==> config.mk <==
export PLATFORM = sky130hd
export DESIGN_NAME = lsu_bus_master
export DESIGN_NICKNAME = d
export VERILOG_FILES = /design/src/rtl/lsu_bus_master.sv
export SDC_FILE = /design/constraint.sdc
export NUM_CORES = 1
export LEC_CHECK = 0
export BUFFER_PORTS_ARGS = -buffer_cell sky130_fd_sc_hd__buf_4
export CAP_MARGIN = 30
export CORE_MARGIN = 3
export CORE_UTILIZATION = 30
export DETAILED_ROUTE_END_ITERATION = 10
export PLACE_DENSITY_LB_ADDON = 0.08
export SLEW_MARGIN = 15
export SYNTH_ARGS = -nofsm -noshare
export SYNTH_HDL_FRONTEND = slang
export SYNTH_SLANG_ARGS = --single-unit
==> constraint.sdc <==
create_clock -name i_CLK -period 6.1 [get_ports i_CLK]
set_clock_uncertainty 0.05 [all_clocks]
set_input_delay 1.22 -clock i_CLK [delete_from_list [all_inputs] [get_ports i_CLK]]
set_output_delay 1.22 -clock i_CLK [all_outputs]
set_load 0.02 [all_outputs]
==> src/rtl/lsu_bus_master.sv <==
// Load/store bus initiator: one access at a time from the core onto the REQ/GNT data port.
// Drives registered request fields until grant, then returns load data or a misalign/timeout error.
module lsu_bus_master #(
    parameter int unsigned TIMEOUT = 16,
    parameter int unsigned CNT_W   = 8
) (
    input  logic        i_CLK,
    input  logic        i_RST,
    input  logic        i_VALID,
    input  logic        i_WE,
    input  logic [1:0]  i_SIZE,
    input  logic        i_UNSIGNED,
    input  logic [31:0] i_ADDR,
    input  logic [31:0] i_WDATA,
    output logic        o_READY,
    output logic        o_DONE,
    output logic [31:0] o_RDATA,
    output logic        o_MISALIGN,
    output logic        o_BUSERR,
    output logic        o_REQ,
    output logic        o_CE,
    output logic        o_WE,
    output logic [1:0]  o_HB,
    output logic [31:0] o_ADDR,
    output logic [31:0] o_WDATA,
    output logic [3:0]  o_BE,
    input  logic        i_GNT,
    input  logic [31:0] i_RDATA
);

    localparam logic [1:0] S_IDLE = 2'd0;
    localparam logic [1:0] S_REQ  = 2'd1;
    localparam logic [1:0] S_RESP = 2'd2;
    localparam logic [1:0] S_ERR  = 2'd3;

    localparam logic [CNT_W-1:0] TO_LAST = CNT_W'(TIMEOUT - 1);

    logic [1:0]       state;
    logic             we_q;
    logic [1:0]       size_q;
    logic             uns_q;
    logic [31:0]      addr_q;
    logic [31:0]      wdata_q;
    logic [3:0]       be_q;
    logic [31:0]      rdata_q;
    logic             mis_q;
    logic [CNT_W-1:0] cnt;

    logic        misalign;
    logic [31:0] lane_wdata;
    logic [3:0]  lane_be;
    logic [31:0] load_ext;
    logic        timeout_hit;

    // Lane replication and byte enables are computed at acceptance so the bus fields come straight from flops.
    always_comb begin
        lane_wdata = i_WDATA;
        lane_be    = 4'b1111;
        case (i_SIZE)
            2'b00: begin
                lane_wdata = {4{i_WDATA[7:0]}};
                lane_be    = 4'b0001 << i_ADDR[1:0];
            end
            2'b01: begin
                lane_wdata = {2{i_WDATA[15:0]}};
                lane_be    = 4'b0011 << i_ADDR[1:0];
            end
            default: ;
        endcase
        if (!i_WE) lane_be = '0;
    end

    assign misalign = (i_SIZE == 2'b11)
                    | ((i_SIZE == 2'b01) & i_ADDR[0])
                    | ((i_SIZE == 2'b10) & (|i_ADDR[1:0]));

    always_comb begin
        load_ext = i_RDATA;
        if (we_q) begin
            load_ext = '0;
        end else if (uns_q) begin
            if (size_q == 2'b00) load_ext = {24'b0, i_RDATA[7:0]};
            else if (size_q == 2'b01) load_ext = {16'b0, i_RDATA[15:0]};
        end
    end

    assign timeout_hit = (TIMEOUT != 0) && (cnt == TO_LAST);

    always_ff @(posedge i_CLK or posedge i_RST) begin
        if (i_RST) begin
            state   <= S_IDLE;
            we_q    <= 1'b0;
            size_q  <= '0;
            uns_q   <= 1'b0;
            addr_q  <= '0;
            wdata_q <= '0;
            be_q    <= '0;
            rdata_q <= '0;
            mis_q   <= 1'b0;
            cnt     <= '0;
        end else begin
            case (state)
                S_REQ: begin
                    if (i_GNT) begin
                        rdata_q <= load_ext;
                        cnt     <= '0;
                        state   <= S_RESP;
                    end else if (timeout_hit) begin
                        cnt     <= '0;
                        state   <= S_ERR;
                    end else begin
                        cnt     <= cnt + 1'b1;
                    end
                end
                default: begin
                    // IDLE, RESP and ERR all present o_READY, so each can accept the next access.
                    if (i_VALID) begin
                        we_q    <= i_WE;
                        size_q  <= i_SIZE;
                        uns_q   <= i_UNSIGNED;
                        addr_q  <= i_ADDR;
                        wdata_q <= lane_wdata;
                        be_q    <= lane_be;
                        rdata_q <= '0;
                        mis_q   <= misalign;
                        cnt     <= '0;
                        state   <= misalign ? S_ERR : S_REQ;
                    end else begin
                        state   <= S_IDLE;
                    end
                end
            endcase
        end
    end

    assign o_READY    = (state != S_REQ);
    assign o_DONE     = (state == S_RESP) | (state == S_ERR);
    assign o_RDATA    = (state == S_RESP) ? rdata_q : '0;
    assign o_MISALIGN = (state == S_ERR) & mis_q;
    assign o_BUSERR   = (state == S_ERR) & ~mis_q;
    assign o_REQ      = (state == S_REQ);
    assign o_CE       = o_REQ;
    assign o_WE       = we_q;
    assign o_HB       = size_q;
    assign o_ADDR     = addr_q;
    assign o_WDATA    = wdata_q;
    assign o_BE       = be_q;

endmodule

==> metrics <==
status=completed; Crit path max-delay family=simple AND/OR/NAND/NOR gates; Synth Flop Type=dfrtp_1; Antenna Nets Post-Route=0; Vias=3,822; Max FO, Critical Path=32; Post-synth EDFFs=0; total track usage=14.9%; largest net degree at the start of global routing=61; max cap viols=0; Post-Layout Cell Count=849; Post-Route WL=13.5 mm; DRT Pass-1 Iters=4; R2R Path Start=state[1]; CTS Sinks=115; CTS buffer count=17; fin crit share=51.9%; fin util=46.2%; Synth Area in Adders=0.253%; vias in the first global route=3,923; total power=3.01 mW; layout cells sized above 1=47.1%; Die H=134 um; clk slew on worst S/H paths=0.05 ns; largest family of logic cells by synthesized area=multiplexers; Slew Limit Fails=0; Hold Path Depth=2; post-synthesis mux area share=14.9%; post-synthesis cell area=4940 sq um; nature of the critical path startpoint=flop; post-CTS setup buffers=0; first-pass GRT wire length=21.0 mm; Netlist cell types=35; placed inst area=6720 sq um; initial antenna violation count=0; Hold Crit Start=o_WDATA[26]; R2R cell count=5; Slew HR=37.7%; final-report setup violation count=0; Post-Syn Area per Cell=12.0 sq um; post-synthesis xor/xnor area fraction=0.709%; Seq/Total Area, Yosys=58.2%; compound-gate portion of the synthesized area=11.5%; placed cell count=817; Area Growth Syn to Fin=49.6%; Yosys reg bits=115; Crit. End Element=output port; post-route cell area=7390 sq um; setup TNS=0 ns; critical path's slowest cell=and2b_1; DP Worst Slack=3.12 ns; worst min path class=flop to flop; # hold bufs at CTS=0; yosys warns=0; critical path cell sequence=and2b_1, and2_1, buf_4; DR iter-0 viols=154; Post-CTS Resized=0; IO Pins=213; n_diodes=0; Syn Nets=518; Async S/R FF share, synth=100%; Fmax=0.316 GHz; Clock Tree Buf Depth=2; CTS tree=built; leakage power=3.62 nW; Synth Area in Simple Gates=11.5%; Core Box Area=16,000 sq um; fillers=1,554; Hold Violations, Final=0; Clock Latency Late Sink=0.41 ns; final worst slack=2.93 ns; RePlAce Congestion=0.749; hold worst-path end=o_WDATA[26]; end of the worst register-to-register path=o_ADDR[8]; worst endpoint required time=4.83 ns; fin crit period=3.17 ns; initial core utilization=30.9%; worst vdd ir=196 uV; # H-tree levels=4; RSZ-0062 raised after global routing=false; Nets=725; worst path bufs/invs=1; Residual DRC=0; DR vias/cell=4.50; crit path DAT=1.90 ns; critical path class=flop to output port; Slew @ Worst Pin=0.931 ns; power density cells=407 nW/um^2; Die Area=18,000 sq um; synthesized instance count=413; Horiz. Die Dim=134 um; final hold slack=0.431 ns; row cnt=46; R2R Setup Slk=3.48 ns; total global routing overflow=0; Port Buffers=212; DP HPWL=9.69 mm; WL per Instance=15.9 um; clock root buffer=clkbuf_16; CP max stage delay=0.72 ns
==> power by group <==
part           switching (mW)  total, mW  internal (mW)
Combinational           0.464      0.853          0.389
Sequential              0.105       1.05          0.943
Clock                   0.350       1.11          0.757
Total                   0.919       3.01           2.09
==> kinds of logic (layout without fill, tap and decap cells) <==
logic type,Yosys count,in the layout
and+or+nand+nor,111,111
buffers and inverters,30,250
xor gates and xnor gates,4,4
adders and majority gates,1,1
DFF,115,115
AOI/OAI and AO/OA,84,84
muxes,68,68
==> cell usage after synthesis (3+ instances only) <==
cell | n | area, sq um
buf_6 | 3 | 33.8
a22o_1 | 32 | 280
nor2b_1 | 4 | 25.0
a21oi_1 | 9 | 45.0
clkbuf_1 | 17 | 63.8
and3_1 | 3 | 18.8
mux2_2 | 43 | 484
mux2i_1 | 25 | 250
xor2_1 | 4 | 35.0
buf_2 | 4 | 20.0
and2_1 | 32 | 200
nand2_1 | 38 | 143
o21ai_0 | 37 | 185
dfrtp_1 | 115 | 2880
nor2_1 | 22 | 82.6
==> cell usage in the layout, fill, tap and decap left out, types with 2 or more instances in the layout <==
master and n:
o2111ai_1 2, bufinv_16 5, mux2i_1 24, nor3_1 2, nor2_1 22, o21ai_0 37, inv_4 2, xor2_1 4
clkinv_4 2, dfrtp_1 115, and2_1 32, nand2_1 37, clkbuf_8 3, clkbuf_16 17, buf_4 214, nand3b_1 2
and3_1 3, a21oi_1 9, clkinvlp_4 4, a22o_1 32, mux2_2 43, nor2b_1 4
==> how the worst max path moves through the flow <==
stage | cells after the start | start | end
floorplan | 1 | i_RST | cnt[0]
global placement | 4 | i_VALID | o_ADDR[25]
detailed placement | 4 | i_VALID | o_ADDR[8]
CTS | 3 | state[0] | o_RDATA[25]
global route | 3 | state[1] | o_RDATA[4]
finish | 3 | state[0] | o_RDATA[9]
==> area by class of cell <==
type | count | area, sq um | area share (%)
repair buffers | 215 | 1620 | 21.9
inverters | 3 | 16.3 | 0.220
clock buffers | 20 | 467 | 6.31
multi-input cells | 268 | 1940 | 26.2
well taps | 216 | 270 | 3.66
flip-flops and latches | 115 | 2880 | 38.9
clock inverters | 12 | 203 | 2.74
==> metal layers <==
layer	share of wire, %	vias up	global-route usage (%)
met2	46	138	21.8
met3	8.1	13	6.34
met4	1.1	0	4.58
li1	-	1858	-
met5	0	-	0
met1	45	1813	20.0
==> flip-flops by register name, summed over array words and instances (netlist names) <==
register and flops:
state 2, o_WDATA 32, o_ADDR 32, cnt 8, o_WE 1, rdata_q 32
o_BE 4, mis_q 1, o_HB 2, uns_q 1
==> tightest hold or removal path, cell delays in order (launching register included) <==
cell and delay [ns]:
dfrtp_1 0.34, nand2_1 0.05, o21ai_0 0.06
Note: power is estimated with default switching activity, not from simulation.
